`src/rtl/systolic_feeder_if.sv`:
```
// Tile-offer channel into the systolic feeder: one tile per valid/ready handshake.
interface systolic_feeder_if #(
    parameter int ACT_WIDTH = 16,
    parameter int N         = 2,
    parameter int W_MAX     = 8
);
    logic                   in_valid;
    logic                   in_ready;
    logic [N*ACT_WIDTH-1:0] act_data;
    logic [N*W_MAX-1:0]     w_data;
    logic [3:0]             precision_in;

    modport master (output in_valid, act_data, w_data, precision_in, input in_ready);
    modport slave  (input in_valid, act_data, w_data, precision_in, output in_ready);
endinterface

```
`src/rtl/systolic_feeder.sv`:
```
// Feeds one tile into the FP-INT systolic array: bit-serial skewed weights down the
// columns, skewed activations on the rows, then waits for the array to finish.
module systolic_feeder #(
    parameter int ACT_WIDTH = 16,
    parameter int N         = 2,
    parameter int W_MAX     = 8
) (
    input  logic                   clk,
    input  logic                   rst,
    systolic_feeder_if.slave       tile,
    input  logic                   array_done,
    output logic [N*ACT_WIDTH-1:0] act_out,
    output logic [N-1:0]           w_out,
    output logic                   active,
    output logic [3:0]             precision_out,
    output logic                   tile_done
);
    localparam int CW = $clog2(W_MAX + N);

    typedef enum logic [1:0] {IDLE, STREAM, WAIT} state_t;

    state_t                 state;
    logic [CW-1:0]          cnt;
    logic [N*ACT_WIDTH-1:0] act_reg;
    logic [N*W_MAX-1:0]     w_reg;
    logic [3:0]             p_clamped;
    logic                   last;

    always_comb begin
        p_clamped = tile.precision_in;
        if (tile.precision_in == 4'd0)
            p_clamped = 4'd1;
        else if (tile.precision_in > 4'(W_MAX))
            p_clamped = 4'(W_MAX);
    end

    always_comb last = (32'(cnt) == 32'(precision_out) + 32'(N) - 32'd2);

    // Column j carries bit (c-j) of its weight while 0 <= c-j < P.
    function automatic logic [N-1:0] stream_w(input logic [N*W_MAX-1:0] w,
                                              input logic [3:0] p, input int unsigned c);
        logic [W_MAX-1:0] col;
        stream_w = '0;
        for (int unsigned j = 0; j < N; j++) begin
            col = w[j*W_MAX +: W_MAX];
            if (c >= j && (c - j) < 32'(p)) begin
                col = col >> (c - j);
                stream_w[j] = col[0];
            end
        end
    endfunction

    function automatic logic [N*ACT_WIDTH-1:0] stream_act(input logic [N*ACT_WIDTH-1:0] a,
                                                          input logic [3:0] p, input int unsigned c);
        stream_act = '0;
        for (int unsigned i = 0; i < N; i++) begin
            if (c >= i && c < i + 32'(p))
                stream_act[i*ACT_WIDTH +: ACT_WIDTH] = a[i*ACT_WIDTH +: ACT_WIDTH];
        end
    endfunction

    // Outputs are computed for the count the next cycle will show, so they stay registered.
    always_ff @(posedge clk) begin
        if (rst) begin
            state         <= IDLE;
            cnt           <= '0;
            act_reg       <= '0;
            w_reg         <= '0;
            tile.in_ready <= 1'b1;
            active        <= 1'b0;
            tile_done     <= 1'b0;
            w_out         <= '0;
            act_out       <= '0;
            precision_out <= '0;
        end else begin
            tile_done <= 1'b0;
            case (state)
                IDLE: begin
                    if (tile.in_valid) begin
                        state         <= STREAM;
                        cnt           <= '0;
                        act_reg       <= tile.act_data;
                        w_reg         <= tile.w_data;
                        precision_out <= p_clamped;
                        tile.in_ready <= 1'b0;
                        active        <= 1'b1;
                        w_out         <= stream_w(tile.w_data, p_clamped, 0);
                        act_out       <= stream_act(tile.act_data, p_clamped, 0);
                    end
                end
                STREAM: begin
                    if (last) begin
                        state   <= WAIT;
                        active  <= 1'b0;
                        w_out   <= '0;
                        act_out <= '0;
                    end else begin
                        cnt     <= cnt + 1'b1;
                        w_out   <= stream_w(w_reg, precision_out, 32'(cnt) + 32'd1);
                        act_out <= stream_act(act_reg, precision_out, 32'(cnt) + 32'd1);
                    end
                end
                WAIT: begin
                    if (array_done) begin
                        state         <= IDLE;
                        tile_done     <= 1'b1;
                        tile.in_ready <= 1'b1;
                    end
                end
                default: state <= IDLE;
            endcase
        end
    end
endmodule

```
`src/flat_wrapper.sv`:
```
// flat-port wrapper written by rule: the top's interface ports become plain ports
module systolic_feeder_flat 
#(
    parameter int ACT_WIDTH = 16,
    parameter int N         = 2,
    parameter int W_MAX     = 8
)
  (clk, rst, array_done, act_out, w_out, active, precision_out, tile_done, tile_in_valid, tile_act_data, tile_w_data, tile_precision_in, tile_in_ready);
  systolic_feeder_if #(.ACT_WIDTH(ACT_WIDTH), .N(N), .W_MAX(W_MAX)) tile_i ();
  input  logic clk;
  input  logic rst;
  input  logic array_done;
  output logic [N*ACT_WIDTH-1:0] act_out;
  output logic [N-1:0] w_out;
  output logic active;
  output logic [3:0] precision_out;
  output logic tile_done;
  input wire logic [$bits(tile_i.in_valid)-1:0] tile_in_valid;
  input wire logic [$bits(tile_i.act_data)-1:0] tile_act_data;
  input wire logic [$bits(tile_i.w_data)-1:0] tile_w_data;
  input wire logic [$bits(tile_i.precision_in)-1:0] tile_precision_in;
  output wire logic [$bits(tile_i.in_ready)-1:0] tile_in_ready;
  assign tile_i.in_valid = tile_in_valid;
  assign tile_i.act_data = tile_act_data;
  assign tile_i.w_data = tile_w_data;
  assign tile_i.precision_in = tile_precision_in;
  assign tile_in_ready = tile_i.in_ready;
  systolic_feeder #(.ACT_WIDTH(ACT_WIDTH), .N(N), .W_MAX(W_MAX)) u_core (.clk(clk), .rst(rst), .tile(tile_i), .array_done(array_done), .act_out(act_out), .w_out(w_out), .active(active), .precision_out(precision_out), .tile_done(tile_done));
endmodule
```
`config.mk`:
```
export PLATFORM = sky130hd
export DESIGN_NAME = systolic_feeder_flat
export DESIGN_NICKNAME = d
export VERILOG_FILES = /design/src/rtl/systolic_feeder_if.sv /design/src/rtl/systolic_feeder.sv /design/src/flat_wrapper.sv
export SDC_FILE = /design/constraint.sdc
export NUM_CORES = 1
export LEC_CHECK = 0
export CORE_MARGIN = 4
export CORE_UTILIZATION = 45
export CTS_CLUSTER_SIZE = 20
export DETAILED_ROUTE_END_ITERATION = 8
export PLACE_DENSITY = 0.84
export SYNTH_ARGS = -nofsm -noshare
export SYNTH_HDL_FRONTEND = slang
export SYNTH_SLANG_ARGS = --single-unit
```
`constraint.sdc`:
```
create_clock -name clk -period 4.15 [get_ports clk]
set_input_delay 0.415 -clock clk [delete_from_list [all_inputs] [get_ports clk]]
set_output_delay 0.415 -clock clk [all_outputs]
set_load 0.02 [all_outputs]
```
Yosys cells after proc, flatten, opt, wreduce, memory -nomap -nowiden:

Index checks and enable logic that the tools add are counted.

* bits of input ports: 56
* logic and storage cells: 75
* flip-flop bits (word level): 95

* bitwise gates (word level): 1
* $add $sub $neg: 6
* muxes and demuxes: 28
* equal/unequal tests: 7
* shift-type cells: 2
* $lt $le $gt $ge: 7
* reduce and logical (&&, ||, !) cells: 14

Operators with widths (number)
* $ge A32 B1 Y1 const B: 2
* $lt A32 B4 Y1: 2
* $mux W32: 2
* $pmux W32 S2: 1
* $shr A8 B32 Y1: 2
* $mux W16: 3
* $eq A4 B32 Y1: 1
* $lt A32 B32 Y1: 1
* $sub A32 B1 Y32 const B: 1
* $sub A32 B2 Y32 const B: 1
* $mux W4: 4
* $reduce_and A3 Y1: 4
* $mux W2: 5
* $mux W1: 8
* $pmux W4 S2: 1
* $ne A2 B2 Y1 const B: 3
* $pmux W2 S3: 1
* $add A1 B4 Y5 const A: 1
* $add A4 B1 Y5 const B: 1
* $add A4 B2 Y5 const B: 1
* $add A4 B1 Y4 const B: 1
* $gt A4 B4 Y1 const B: 1
* $logic_not A4 Y1: 1
* $lt A1 B4 Y1 const A: 1
* other kinds (11): 16

Longest topological paths before layout:

* word-level depth: 7
* gate-level depth with buffers: 11
* depth with buffers taken out: 9

Worst setup path before layout:

No wires, ideal clock.

* kind: register to register
* start point: register u_core.cnt[0]
* end point: register u_core.act_out[10]
* cell stages (with the launch flop): 12
* setup slack: 1.170 ns
* required time: 4.047 ns
* path buffers: 3
* clock period less this slack: 2.980 ns
* arrival: 2.877 ns
* cells stage by stage: dfxtp_1 clkbuf_1 inv_1 ha_1 ha_1 nor2b_1 o21a_1 o21ai_0 or4b_4 buf_6 buf_12 a2111oi_2

* longest elaborated chain between the ends: 6

RTL lines
* start: declaration: line systolic_feeder.sv:23 `logic [CW-1:0] cnt;`
* start signal: assignment: line systolic_feeder.sv:98 `cnt <= cnt + 1'b1;`
* $add A4 B1 Y5: line systolic_feeder.sv:100 `act_out <= stream_act(act_reg, precision_out, 32'(cnt) + 32'd1);`
* $ge A32 B1 Y1 or $lt A32 B4 Y1 (tied branches): line systolic_feeder.sv:57 `if (c >= i && c < i + 32'(p))`
* $logic_and A1 B1 Y1: line systolic_feeder.sv:57
* $mux W16: line systolic_feeder.sv:57
* $mux W32 (*): line systolic_feeder.sv:92 `if (last) begin`
* $pmux W32 S2 (*): line systolic_feeder.sv:77 `case (state)`
* end signal: assignment: line systolic_feeder.sv:88 `act_out <= stream_act(tile.act_data, p_clamped, 0);`
* end signal: assignment: line systolic_feeder.sv:100
* end: declaration: line systolic_feeder.sv:12 `output logic [N*ACT_WIDTH-1:0] act_out,`

Every way passes the cells marked *; elsewhere a longest branch is shown, timed or not.
A chain may end at the register's enable or synchronous reset.

Final worst setup path:

* start point: register u_core.cnt[0]
* end point: register u_core.act_out[2]

Same word-level chain as after synthesis.

==> run_results.csv <==
group,metric,value,unit
routing,drt_iter0_drc,161,
worst_setup_path,path_delay_family,"adder cells",
sta,hold_viol_final,0,
cells_and_area,final_core_util,0.5917,
routing,wl_per_cell,13.99,um
routing,antenna_left,0,
clock_tree,root_buffer,"clkbuf_8",
routing,vias,3777,
cells_and_area,nets,665,
run,max_cap_viol_count,0,
pwr,p_leak,1.972,nW
worst_setup_path,cp_max_fo,17,
sta,period_minus_slack,3.195,ns
worst_setup_path,slowest_delay,0.65,ns
floorplan,io_pins,97,
worst_setup_path,start_kind,"register",
sta,skew,0.01260,ns
routing,vias_per_cell,5.210,
cells_and_area,finalNonFillerCells,725,
synth,yosysSeqAreaShare,0.4313,
floorplan,die_h,106.5,um
clock_tree,cts_tree,"done",
global_route,overflow,0,
clock_tree,clock-sinks,94,
sta,setup_violations,0,
place,numPortBuffers,96,
worst_setup_path,crit_chain,"inv_1 -> ha_1 -> ha_1 -> nor2b_1 -> o21a_1 -> o21ai_0 -> or4b_4 -> a2111oi_1",
pwr,powerDensity,370.1,nW/um2
clock_tree,clk_latency,0.36,ns
sta,post-route-period-util,0.7700,
synth,syn_inst,520,
clock_tree,clk_pin_slew,0.09,ns
worst_setup_path,worstSetupEndpointType,"register",
synth,yosysTopAreaCell,"dfxtp_1",
sta,maxSlewHeadroom,0.2228,
clock_tree,clk_path_buf_depth,2,
sta,drv_slew,0,
cells_and_area,syn_to_final_growth,26.50,%
floorplan,die_width,106.5,um
worst_setup_path,cp_slowest_cell,"or4b_4",
routing,drc_errors,0,
synth,synth.top_cells.by_count,"104 x nand2_1, 94 x dfxtp_1, 58 x a21oi_1",
global_route,antenna_found_initial,0,
synth,yosysMostFrequentCell,"nand2_1",
place,gp_congestion,0.8680,
worst_setup_path,cp.arrival,3.43,ns
pwr,peakVddDrop,0.1633,mV
global_route,grt_max_degree,115,
place,dp_hpwl,7.014,mm
worst_setup_path,worst-path-buf-inv,1,
synth,synthArstFlopShare,0,
synth,netlist.area_leader.share,0.4313,
floorplan,row_count,35,
pwr,power,2.043,mW
floorplan,start_util,0.4677,
sta,rsz0062_at_grt,"false",
synth,ys_warn_count,0,
global_route,grt_pass1_vias,3603,
routing,routed_wirelength,10.14,mm
synth,ys_ff_latch,94,
synth,synth_edf_count,0,
clock_tree,cts_setup_buffers,0,
cells_and_area,antennaDiodeCount,0,
clock_tree,cts_buffers,9,
synth,synth_cell_types,50,
floorplan,core,9328,um2
sta,clock.fmax,312.9,MHz
worst_setup_path,critPathKind,"reg -> reg",
run_status,status,"complete, no violations",
worst_setup_path,worstPathRequired,4.38,ns
sta,setup-tns-final,0,ns
global_route,grt_pass1_wl,16.60,mm
worst_setup_path,crit_top_cell,"ha_1",
routing,firstDrtPassIters,4,
sta,worst_pin_slew,1.163,ns
clock_tree,cts_max_level,3,
cells_and_area,final_cell_area,5519,um2
synth,synth_ff_type,"dfxtp_1",
hold_path,hold_class,"reg -> reg",
clock_tree,holdBufCountCts,0,
place,post_dp_cell_area,5333,um2
place,numPlacedInstances,709,
global_route,grt.total_usage,0.1781,
cells_and_area,drive_gt1_frac,0.06376,
synth,synth_area_leaders,"dfxtp_1 43%, nand2_1 8.9%, a21oi_1 6.7%",
synth,syn_area_per_cell,8.390,um2
clock_tree,cts_resized,0,
synth,syn-num-nets,594,
floorplan,dieArea,11330,um2
synth,syn-cell-area,4363,um2
==> area by class of cell <==
type | instances | area [um2]
multi-input cells | 359 | 2207
repair buffers | 98 | 973.4
inverters | 29 | 108.9
well taps | 129 | 161.4
clock inverters | 7 | 62.56
fillers | 831 | 3809
flip-flops and latches | 94 | 1882
clock buffers | 9 | 123.9
==> power breakdown <==
group          internal (mW)  switching [mW]  leakage, nW  total [mW]
combinational          0.205           0.247         1.10       0.453
clock                  0.233           0.344       0.0984       0.577
sequential             0.969          0.0439        0.769        1.01
==> worst register-to-register path: stages (launching register included) <==
cell       delay [ns]
dfxtp_1          0.62
inv_1            0.19
ha_1             0.50
ha_1             0.28
nor2b_1          0.13
o21a_1           0.15
o21ai_0          0.12
or4b_4           0.65
a2111oi_1        0.43
==> worst paths after layout <==
| path | start | depth (start not counted) | end | slack [ns] |
|---|---|---|---|---|
| worst max register to register | u_core.cnt[0] | 8 | u_core.act_out[2] | 0.95 |
| worst max-delay path | u_core.cnt[0] | 8 | u_core.act_out[2] | 0.95 |
| worst min register to register | u_core.w_reg[12] | 2 | u_core.w_reg[12] | 0.46 |
| worst min-delay path | u_core.w_reg[12] | 2 | u_core.w_reg[12] | 0.46 |
==> kinds of logic (layout without fill, tap and decap cells) <==
logic type / Yosys count / count (layout) / share of synthesized area
mux: 6 / 6 / 0.02007
simple gates: 200 / 200 / 0.2154
xor+xnor: 6 / 6 / 0.01204
compound gates: 129 / 129 / 0.2045
flops: 94 / 94 / 0.4313
fa+ha+maj: 18 / 18 / 0.05162
buf+inv: 67 / 143 / 0.06510
==> per-layer routing <==
layer	wire length, um	global-route usage	up-vias
li1	-	-	1925
met1	4650	0.2317	1749
met2	4824	0.3027	92
met3	562	0.03339	11
met4	102	0.04932	0
met5	0	0	-
==> layout by cell type (no fill, tap or decap), types with 2 or more instances in the layout <==
| cell | netlist | routed |
|---|---|---|
| ha_1 | 18 | 18 |
| o32ai_1 | 17 | 17 |
| inv_8 | 0 | 2 |
| clkdlybuf4s50_1 | 0 | 95 |
| xor2_1 | 2 | 2 |
| o21ai_0 | 18 | 18 |
| clkbuf_8 | 0 | 9 |
| nand2b_1 | 21 | 21 |
| a2111oi_2 | 10 | 10 |
| dfxtp_1 | 94 | 94 |
| nor2b_1 | 21 | 21 |
| nor4b_1 | 3 | 3 |
| inv_6 | 0 | 3 |
| mux4_2 | 2 | 2 |
| mux2i_1 | 2 | 2 |
| o31a_1 | 2 | 2 |
| mux2_2 | 2 | 2 |
| nand3b_1 | 2 | 2 |
| o21ai_1 | 5 | 5 |
| nor3_1 | 3 | 3 |
| a21oi_1 | 58 | 58 |
| buf_4 | 0 | 3 |
| nand2_1 | 104 | 104 |
| nor2_1 | 29 | 27 |
| o21a_1 | 2 | 2 |
| and2_1 | 2 | 2 |
| xnor2_1 | 4 | 4 |
| nand3_1 | 5 | 5 |
| a2111oi_1 | 6 | 6 |
| and4b_1 | 2 | 2 |
| inv_1 | 29 | 29 |
==> stage by stage <==
| step | setup slack (ns) | hold slack, ns |
|---|---|---|
| 2_1_floorplan | 1.170 | 0.4318 |
| 3_3_place_gp | 1.140 | 0.4418 |
| 3_5_place_dp | 0.9013 | 0.4484 |
| 4_1_cts | 0.8918 | 0.4617 |
| 5_1_grt | 0.7378 | 0.4819 |
| 6_report | 0.9546 | 0.4597 |
(Power assumes the default switching activity.)
==> RTL edit: new RTL, config.mk and constraints unchanged <==
Re-encode `state_t` (3 states) as one-hot, 3 bits wide.
--- a/src/rtl/systolic_feeder.sv
+++ b/src/rtl/systolic_feeder.sv
@@ -18,5 +18,5 @@
     localparam int CW = $clog2(W_MAX + N);
 
-    typedef enum logic [1:0] {IDLE, STREAM, WAIT} state_t;
+    typedef enum logic [2:0] {IDLE = 3'b001, STREAM = 3'b010, WAIT = 3'b100} state_t;
 
     state_t                 state;
Function: same outputs for any inputs over 4 cycles, from zero or initial values and one cycle with rst high; so few cycles prove little.
==> RTL edit against the original RTL <==
- hold slack got worse by 0.027 ns
- utilization fell by 0.31 points
- sequential cell count rose by 1
- area after synthesis fell by 3.0%
- power fell by 7.7%
- design area fell by 1.9%
- worst setup slack got worse by 0.021 ns
- count of clock-buffer cells in the layout did not move
- first-iteration DRC count rose by 19%
- global-route usage rose by 0.41 points
- routed wire length fell by 0.57%
- largest power group unchanged
==> RTL edit: results (changes against the original RTL) <==
[synth]
syn_area_per_cell_um2 = 8.46  ; +0.87%
synthTopCellsByArea = dfxtp_1, nand2_1, a21oi_1, ha_1, a22o_1
yosys-top-cells-count = nand2_1, dfxtp_1, a21oi_1
dominantRegCellSynth = dfxtp_1
synth_nets = 574  ; -3.4%
yosysSeqAreaShare_pct = 44.9  ; +1.8 points
synth_warnings = 0  ; unchanged
synth.distinct_cells = 53  ; +6.0%

[place]
hpwl_um = 7230  ; +3.0%
post-place-ws_ns = 0.965  ; +0.0634 ns
placedCellCount = 674  ; -4.9%
gp_congestion = 0.819  ; -5.7%

[setup_path]
crit_fanout = 16  ; -1
arrival_ns = 3.53  ; +0.10 ns
reg2reg_depth = 8  ; unchanged
cpPeakStageDelay_ns = 0.86  ; +0.21 ns
reg2reg_slack_ns = 0.93  ; -0.02 ns
cp_slowest_cell = a2111oi_4
r2r-end = u_core.act_out[26]$_SDFFE_PP0P_

[status]
outcome = finished clean

[global_route]
use_met1_pct = 22.9  ; -0.24 points
grt_util_met3_pct = 4.88  ; +1.5 points
grt_pass1_wl_um = 16700  ; +0.46%
grtUsageTotal_pct = 18.2  ; +0.41 points
grt_max_degree = 71  ; -38%
met2_usage_pct = 29.4  ; -0.89 points
grt_pass1_vias = 3537  ; -1.8%

[timing]
fmax_mhz = 311  ; -0.64%
max-slew-margin-rel_pct = 23.3  ; +1.1 points
fin_skew_ns = 0.00922  ; -0.00338 ns

[hold_path]
holdPathEnd = u_core.tile_done$_SDFF_PP0_
min-delay-start = rst
hp-class = input pin to flip-flop
whs_path_depth = 2  ; unchanged

[drt]
wl_per_cell_um = 14.6  ; +4.5%
drtIter0Drc = 192  ; +19%
via_per_inst = 5.37  ; +3.1%

[layout]
fillers = 827  ; -0.48%
drive_above_1_share_pct = 6.56  ; +0.19 points
antenna_cells = 0  ; unchanged
nNetsFinal = 648  ; -2.6%
stdcell_count = 690  ; -4.8%

[clock_tree]
clk_path_buf_depth = 2  ; unchanged
cts.clk_slew.worst_paths_ns = 0.10
cts_buffers = 9  ; unchanged
root_buffer = clkbuf_8
clkLatencyLatePin_ns = 0.37
ctsResizeCount = 0  ; unchanged
cts-htree-levels = 3  ; unchanged

[power]
p_leak_nw = 2.08  ; +5.4%
ir_worst_vdd_mv = 0.173  ; +5.8%

==> RTL edit: cell count changes in the layout (fill, tap and decap cells not counted), moves of 9 or more <==
cell,unedited run,this run
a21o_1,0,10
a2111oi_2,10,1
o21ai_0,18,6
o32ai_1,17,0
nand2b_1,21,6
a22o_1,0,14
inv_1,29,11
nand2_1,104,122
a21oi_1,58,72
nor2b_1,21,5
==> RTL edit: layout make-up <==
type                            count  share of cell area, %
Clock buffer                        9                   2.29
Clock inverter                      7                   1.16
Inverter                           11                  0.763
Multi-Input combinational cell    357                   39.9
Sequential cell                    95                   35.1
Tap cell                          111                   2.57
Timing Repair Buffer              100                   18.2
==> RTL edit: cell families after synthesis <==
logic type                 share of synthesized area, %
muxes                                              2.57
xor gates and xnor gates                           1.86
DFF                                                44.9
AOI/OAI and AO/OA                                  20.3
and+or+nand+nor                                    20.4
buffers and inverters                              4.64
adders and majority gates                          5.32
==> RTL edit: worst max-delay path by stage <==
stage               cells past startpoint                        from                               to
floorplan                              10  u_core.cnt[0]$_SDFFE_PP0P_   u_core.act_out[0]$_SDFFE_PP0P_
global placement                        8  u_core.cnt[0]$_SDFFE_PP0P_  u_core.act_out[23]$_SDFFE_PP0P_
detailed placement                      8  u_core.cnt[0]$_SDFFE_PP0P_  u_core.act_out[26]$_SDFFE_PP0P_
CTS                                     8  u_core.cnt[0]$_SDFFE_PP0P_  u_core.act_out[26]$_SDFFE_PP0P_
global route                            8  u_core.cnt[0]$_SDFFE_PP0P_  u_core.act_out[26]$_SDFFE_PP0P_
finish                                  8  u_core.cnt[0]$_SDFFE_PP0P_  u_core.act_out[26]$_SDFFE_PP0P_
==> RTL edit: stage by stage <==
step                hold slack [ns]  total power, mW  utilization, %  area [um2]
detailed placement            0.445             1.33            56.8        5230
global route                  0.438             1.97            58.9        5410
floorplan                     0.426             1.19               -        4230
global placement              0.429             1.31            56.8        5230
CTS                           0.416             1.89            58.9        5410
finish                        0.433             1.89            58.9        5410
==> RTL edit: critical path, delay by kind of cell (launching register included) <==
kind	cells	cell delay (ns)
and+or+nand+nor	1	0.13
DFF	1	0.64
AOI/OAI and AO/OA	4	1.38
adders and majority gates	2	0.83
buffers and inverters	1	0.18
==> RTL edit: per-layer routing <==
layer  up-vias  wire [um]
met5         -          0
met4         0        163
met3        13        564
met2       100       4940
met1      1731       4420
li1       1861          -
==> RTL edit: power by group <==
part	internal (mW)	leakage (nW)	switching, mW	total, mW
clock	0.230	0.0863	0.352	0.582
sequential	0.962	0.776	0.0356	0.998
combinational	0.143	1.22	0.162	0.305
total	1.34	2.08	0.550	1.89
